===== src/rtl/handler_arb_pkg.sv =====
// Shared types and constants for the handler port arbiter.
package handler_arb_pkg;

    typedef enum logic [1:0] {
        ST_IDLE  = 2'd0,
        ST_RUN   = 2'd1,
        ST_CLEAR = 2'd2
    } harb_state_e;

    localparam int HARB_NUM_CH_DEF = 4;

    // Packed metadata layout, LSB first: id, rows, cols, name
    localparam int META_ID_LSB   = 0;
    localparam int META_ID_W     = 8;
    localparam int META_ROWS_LSB = META_ID_LSB + META_ID_W;
    localparam int META_ROWS_W   = 16;
    localparam int META_COLS_LSB = META_ROWS_LSB + META_ROWS_W;
    localparam int META_COLS_W   = 16;
    localparam int META_NAME_LSB = META_COLS_LSB + META_COLS_W;
    localparam int META_NAME_W   = 48;
    localparam int HARB_META_W   = META_NAME_LSB + META_NAME_W;

endpackage


===== src/rtl/handler_arb_watchdog.sv =====
// Idle-run watchdog: counts enabled cycles, restarts on clear, flags expiry at the limit.
module handler_arb_watchdog #(
    parameter int  TIMEOUT_CYCLES = 1000000,
    localparam int CW             = $clog2(TIMEOUT_CYCLES + 1)
) (
    input  logic clk,
    input  logic rst_n,
    input  logic clear,
    input  logic enable,
    output logic expire
);

    logic [CW-1:0] cnt_q;

    always_ff @(posedge clk or negedge rst_n) begin
        if (!rst_n)
            cnt_q <= '0;
        else if (clear)
            cnt_q <= '0;
        else if (enable)
            cnt_q <= cnt_q + CW'(1);
    end

    // Fires on the last allowed cycle so the FSM leaves RUN at exactly the limit
    assign expire = enable && !clear && (cnt_q == CW'(TIMEOUT_CYCLES - 1));

endmodule


===== src/rtl/handler_port_arbiter.sv =====
// Routes one handler channel (picked by a one-hot start) to storage and input buffer.
// Optional RUN watchdog with sticky timeout: define HANDLER_ARB_WATCHDOG_EN.
module handler_port_arbiter
    import handler_arb_pkg::*;
#(
    parameter int  NUM_CH         = HARB_NUM_CH_DEF,
    parameter int  DATA_WIDTH     = 32,
    parameter int  META_WIDTH     = HARB_META_W,
    parameter int  ADDR_WIDTH     = 14,
    parameter int  BUF_ADDR_WIDTH = 11,
    parameter int  TIMEOUT_CYCLES = 1000000,
    localparam int CH_W           = $clog2(NUM_CH)
) (
    input  logic                                     clk,
    input  logic                                     rst_n,
    input  logic [NUM_CH-1:0]                        mode_sel,
    input  logic                                     start,
    output logic [NUM_CH-1:0]                        ch_start,
    input  logic [NUM_CH-1:0]                        ch_busy,
    input  logic [NUM_CH-1:0]                        ch_done,
    input  logic [NUM_CH-1:0]                        ch_error,
    input  logic [NUM_CH-1:0]                        ch_write_request,
    input  logic [NUM_CH-1:0]                        ch_data_valid,
    input  logic [NUM_CH-1:0][DATA_WIDTH-1:0]        ch_data,
    input  logic [NUM_CH-1:0][META_WIDTH-1:0]        ch_meta,
    input  logic [NUM_CH-1:0][BUF_ADDR_WIDTH-1:0]    ch_buf_rd_addr,
    input  logic [NUM_CH-1:0][ADDR_WIDTH-1:0]        ch_storage_rd_addr,
    output logic                                     write_request,
    output logic [DATA_WIDTH-1:0]                    data_in,
    output logic                                     data_valid,
    output logic [META_WIDTH-1:0]                    meta,
    output logic [BUF_ADDR_WIDTH-1:0]                buf_rd_addr,
    output logic [ADDR_WIDTH-1:0]                    storage_rd_addr,
    output logic                                     buf_clear,
    output logic                                     busy,
    output logic                                     done,
    output logic                                     error,
    output logic [CH_W-1:0]                          active_ch,
    output logic                                     timeout
);

    harb_state_e       state_q, state_d;
    logic [CH_W-1:0]   active_q, sel_idx;
    logic [NUM_CH-1:0] run_mode_q, mode_q, mode_prev_q;
    logic [1:0]        vld_pipe;
    logic              in_idle, in_run, sel_onehot, abort, wd_expire;
    logic              start_ok, err_c, done_c;
    logic              unused_busy;

    assign in_idle    = (state_q == ST_IDLE);
    assign in_run     = (state_q == ST_RUN);
    assign sel_onehot = $onehot(mode_sel);

    // Handler busy is implied by RUN, so the per-channel flags carry no extra information
    assign unused_busy = ^ch_busy;

    always_comb begin
        sel_idx = '0;
        for (int i = 0; i < NUM_CH; i++)
            if (mode_sel[i]) sel_idx = CH_W'(i);
    end

    assign abort = ch_error[active_q] || (mode_sel != run_mode_q) || wd_expire;

    always_comb begin
        state_d  = state_q;
        start_ok = 1'b0;
        err_c    = 1'b0;
        done_c   = 1'b0;
        unique case (state_q)
            ST_IDLE: begin
                if (start) begin
                    if (sel_onehot) begin
                        state_d  = ST_RUN;
                        start_ok = 1'b1;
                    end else begin
                        err_c = 1'b1;
                    end
                end
            end
            ST_RUN: begin
                if (abort) begin
                    state_d = ST_CLEAR;
                    err_c   = 1'b1;
                end else if (ch_done[active_q]) begin
                    state_d = ST_CLEAR;
                    done_c  = 1'b1;
                end
            end
            ST_CLEAR: state_d = ST_IDLE;
            default:  state_d = ST_IDLE;
        endcase
    end

    // vld_pipe keeps the idle mode-change detector quiet until two real samples exist
    always_ff @(posedge clk or negedge rst_n) begin
        if (!rst_n) begin
            state_q     <= ST_IDLE;
            active_q    <= '0;
            run_mode_q  <= '0;
            ch_start    <= '0;
            mode_q      <= '0;
            mode_prev_q <= '0;
            vld_pipe    <= '0;
        end else begin
            state_q     <= state_d;
            ch_start    <= start_ok ? mode_sel : '0;
            if (start_ok) begin
                active_q   <= sel_idx;
                run_mode_q <= mode_sel;
            end
            mode_q      <= mode_sel;
            mode_prev_q <= mode_q;
            vld_pipe    <= {vld_pipe[0], 1'b1};
        end
    end

    // IDLE decodes of live inputs are masked while reset is held
    assign error     = err_c && rst_n;
    assign done      = done_c;
    assign busy      = !in_idle;
    assign active_ch = active_q;
    assign buf_clear = (state_q == ST_CLEAR) ||
                       (in_idle && vld_pipe[1] && (mode_q != mode_prev_q));

    assign write_request   = in_run && ch_write_request[active_q];
    assign data_valid      = in_run && ch_data_valid[active_q];
    assign data_in         = in_run ? ch_data[active_q] : '0;
    assign meta            = in_run ? ch_meta[active_q] : '0;
    assign storage_rd_addr = in_run ? ch_storage_rd_addr[active_q] : '0;

    always_comb begin
        buf_rd_addr = '0;
        if (in_run)
            buf_rd_addr = ch_buf_rd_addr[active_q];
        else if (in_idle && sel_onehot && rst_n)
            buf_rd_addr = ch_buf_rd_addr[sel_idx];
    end

`ifdef HANDLER_ARB_WATCHDOG_EN
    logic wd_clear, timeout_q;

    assign wd_clear = !in_run || ch_data_valid[active_q];

    handler_arb_watchdog #(.TIMEOUT_CYCLES(TIMEOUT_CYCLES)) u_wd (
        .clk    (clk),
        .rst_n  (rst_n),
        .clear  (wd_clear),
        .enable (in_run),
        .expire (wd_expire)
    );

    always_ff @(posedge clk or negedge rst_n) begin
        if (!rst_n)
            timeout_q <= 1'b0;
        else if (start_ok)
            timeout_q <= 1'b0;
        else if (in_run && wd_expire)
            timeout_q <= 1'b1;
    end

    assign timeout = timeout_q;
`else
    logic [31:0] unused_tmo;
    assign unused_tmo = 32'(TIMEOUT_CYCLES);
    assign wd_expire  = 1'b0;
    assign timeout    = 1'b0;
`endif

endmodule


===== config.mk =====
export PLATFORM = sky130hd
export DESIGN_NAME = handler_port_arbiter
export DESIGN_NICKNAME = d
export VERILOG_FILES = /design/src/rtl/handler_arb_pkg.sv /design/src/rtl/handler_arb_watchdog.sv /design/src/rtl/handler_port_arbiter.sv
export SDC_FILE = /design/constraint.sdc
export NUM_CORES = 1
export LEC_CHECK = 0
export ABC_AREA = 0
export CAP_MARGIN = 20
export CORE_AREA = 2 2 295 297
export CTS_BUF_LIST = sky130_fd_sc_hd__clkbuf_4 sky130_fd_sc_hd__clkbuf_8
export DETAILED_ROUTE_END_ITERATION = 10
export DIE_AREA = 0 0 297 299
export PLACE_DENSITY = 0.3
export SLEW_MARGIN = 20
export SYNTH_ARGS = -nofsm -noshare
export SYNTH_HDL_FRONTEND = slang
export SYNTH_SLANG_ARGS = --single-unit

===== constraint.sdc =====
create_clock -name clk -period 4.9 [get_ports clk]
set_clock_uncertainty 0.05 [all_clocks]
set_input_delay 0.98 -clock clk [delete_from_list [all_inputs] [get_ports clk]]
set_output_delay 0.98 -clock clk [all_outputs]
set_load 0.005 [all_outputs]

==> flow_metrics.py, run 1 <==
metrics = {
    "worst_setup_path": {
        "crit_fanout": 6,
        "worstSetupPathType": "input pin to primary output",
        "worstPathArrival_ns": 3.82,
        "critPathMaxStageDelay_ns": 0.55,
        "endpoint_kind": "primary output",
        "reg2reg_from": "active_ch[0]",
        "cp-startpoint": "mode_sel[0]",
        "crit_path_start_kind": "input pin",
        "reg2reg_depth": 5,
        "crit_chain": "clkdlybuf4s50_1, inv_1, fa_1, inv_1, ha_1, ha_1, nor3b_2, nand3_2, buf_6, o21ai_1, clkdlybuf4s50_1",
        "rrSetupSlack_ns": 2.63,
        "critPathSlowestCell": "fa_1",
        "cp.required_ns": 3.87,
    },
    "drt": {
        "viasPerCell": 3.296,
        "routed.top_layer": "met5",
        "drt-met1-wl_mm": 25.16,
        "wl_per_cell_um": 25.93,
        "met2_length_mm": 31.07,
        "wl_met3_mm": 4.970,
        "drtIter0Drc": 428,
        "ant_nets": 0,
        "drc": 0,
        "vias": 7794,
        "routed_wl_mm": 61.32,
        "first_pass_iters": 8,
    },
    "finish": {
        "regArea_um2": 558.0,
        "finalNonFillerCells": 2365,
        "fin_nets": 1813,
        "design_area_mm2": 0.01500,
        "multi_input_area_mm2": 0.004885,
        "area_growth_pct": 160.1,
        "n_fill_cell": 9581,
        "final_core_utilization_pct": 17.45,
        "layout-drive-gt1-share_pct": 17.39,
    },
    "floorplanning": {
        "rows": 108,
        "core_area_mm2": 0.08594,
        "fp.dieH_um": 299,
        "io_pins": 765,
        "die_x_um": 297,
        "start_util_pct": 6.710,
        "dieArea_mm2": 0.08880,
    },
    "clocking": {
        "cts_root_buf": "clkbuf_8",
        "cts.clk_slew.worst_paths_ns": 0.08,
        "cts_tree": "yes",
        "cts.sink_count": 22,
        "cts_max_level": 1,
        "numCtsBuffers": 3,
        "clkLatencyLatePin_ns": 0.26,
        "ctsHoldBuffers": 0,
        "clock_tree.buffer_depth": 2,
    },
    "synthesis": {
        "yosysMostFrequentCell": "mux4_2",
        "synthSimpleGateAreaFrac_pct": 17.40,
        "synth.area.top_cells": "mux4_2, and2_1, dfrtp_1",
        "yosysTopAreaCellShare_pct": 58.19,
        "postSynthNetCount": 1069,
        "synthArstFlopShare_pct": 100.0,
        "synth_top_family_by_area": "multiplexers",
        "yosys.area_share.adder_pct": 0.7811,
        "yosysTopAreaCell": "mux4_2",
        "ys_seq_elements": 22,
        "synth_edf_count": 0,
        "ys.flop_type": "dfrtp_1",
        "synth_xor_area_share_pct": 1.215,
        "yosysSeqAreaShare_pct": 9.547,
        "synth_cell_types": 30,
        "syn_area_mm2": 0.005767,
        "synth_compound_area_share_pct": 4.014,
        "synthMuxAreaShare_pct": 60.53,
        "synthTopCellsByCount": "mux4_2, and2_1, dfrtp_1, buf_2, clkbuf_1",
        "syn-instance-count": 459,
        "postSynthAreaPerCell_um2": 12.56,
        "yosysWarnings": 0,
    },
    "grt": {
        "grt_pass1_vias": 8652,
        "grt_usage_pct": 13.12,
        "grt_antenna_before_repair": 9,
        "grt_max_degree": 78,
        "grt-ovfl-total": 0,
        "grt_pass1_wl_mm": 80.81,
    },
    "sta": {
        "final_max_slew_viol_count": 0,
        "setup-violations-final": 0,
        "hold_viol": 0,
        "worst_slew_pin_slew_ns": 1.132,
        "fin_crit_sh_pct": 98.95,
        "min_period_ns": 4.849,
        "layout_setup_ws_ns": 0.05121,
        "rsz0062_at_grt": "yes",
        "max_freq_mhz": 206.2,
        "slew_headroom_pct": 24.40,
    },
    "min_path": {
        "hp-class": "flip-flop to flip-flop",
        "hold_start": "vld_pipe[0]",
        "holdPathStages": 0,
    },
    "place": {
        "dp.cells": 2349,
        "io_buffers": 759,
        "place_congestion": 0.9103,
        "dp_slack_ns": -0.2390,
        "placed_cell_area_mm2": 0.01484,
        "hpwl_mm": 54.57,
    },
    "pwr": {
        "power.density_mw_per_mm2": 273.2,
        "p_total_mw": 4.098,
        "vdd_drop_max_mv": 0.1475,
        "p_leak_nw": 5.144,
    },
    "flow_run": {
        "cap_violations": 0,
    },
    "status": {
        "status": "finished, final reports clean",
    },
}
cell type report:
type / instances / share of cell area [%]
Antenna cell: 8 / 0.1335
Clock buffer: 3 / 0.2753
Clock inverter: 1 / 0.2002
Inverter: 6 / 0.1502
Multi-Input combinational cell: 375 / 32.57
Sequential cell: 22 / 3.721
Tap cell: 1155 / 9.635
Timing Repair Buffer: 795 / 53.32
power breakdown:
| group | leakage [nW] | switching, mW | internal (mW) | total [mW] |
|---|---|---|---|---|
| registers | 0.270 | 0.112 | 0.219 | 0.331 |
| logic | 4.84 | 1.53 | 2.06 | 3.59 |
| clock network | 0.0358 | 0.0633 | 0.109 | 0.172 |
| total | 5.14 | 1.71 | 2.39 | 4.10 |
repair_timing:
item | 4_1_cts | 5_1_grt
endpoints found under the setup margin | 11 | 5
setup buffers | 0 | 3
gates resized for setup | 17 | 9
cloned | 0 | 1
pin swaps | 0 | 1
state kept, by name, indices dropped and copies added (netlist names):
name         count
state_q          2
mode_prev_q      4
run_mode_q       4
ch_start         4
active_ch        2
mode_q           4
vld_pipe         2
final timing paths:
kind	endpoint
max in group asynchronous	active_ch[0]
hold reg to reg	vld_pipe[1]
hold / removal	vld_pipe[1]
setup reg to reg	state_q[1]
setup / recovery	buf_rd_addr[4]
min in group asynchronous	ch_start[3]
per-layer routing:
metal  global-route usage (%)  up-vias
met2                    23.97      518
li1                         -     3356
met5                        0        -
met3                    3.584       10
met1                    16.10     3908
met4                   0.3848        2
cells in the final DEF (no fill, tap or decap), types with 3 or more instances in the layout:
cell type / count
dfrtp_1: 20
xnor2_1: 4
diode_2: 8
nand2_1: 14
a21o_1: 4
a222oi_1: 11
buf_12: 10
mux2_2: 12
dlygate4sd2_1: 6
mux4_2: 149
o21ai_1: 8
clkdlybuf4s50_1: 749
buf_4: 24
xor2_1: 4
inv_1: 6
nor2_1: 7
dlymetal6s2s_1: 4
and2_1: 137
clkbuf_8: 3
cell families (layout without fill, tap and decap cells):
logic type / Yosys count / count (layout)
mux: 161 / 161
flops: 22 / 22
other cells: 2 / 10
compound gates: 32 / 32
xor+xnor: 8 / 8
buf+inv: 62 / 805
simple gates: 169 / 169
fa+ha+maj: 3 / 3
critical path, delay by kind of cell:
kind / cells / cell delay [ns]
buf+inv: 5 / 1.33
compound gates: 1 / 0.16
fa+ha+maj: 3 / 1.02
simple gates: 2 / 0.32
through the flow:
stage | hold slack, ns | TNS [ns]
finish | 0.3088 | 0
global route | 0.3337 | -0.05553
CTS | 0.3133 | -0.07619
detailed placement | 0.2926 | -1.211
global placement | 0.2888 | -1.918
floorplan | 0.2812 | 0
Power figures use the tool's default switching activity.
==> run 2, diff against run 1 <==
HOLD_SLACK_MARGIN = 0.08   (was unset)
==> results of run 2 <==
No change in the layout: final DEF, timing and power equal those of run 1.
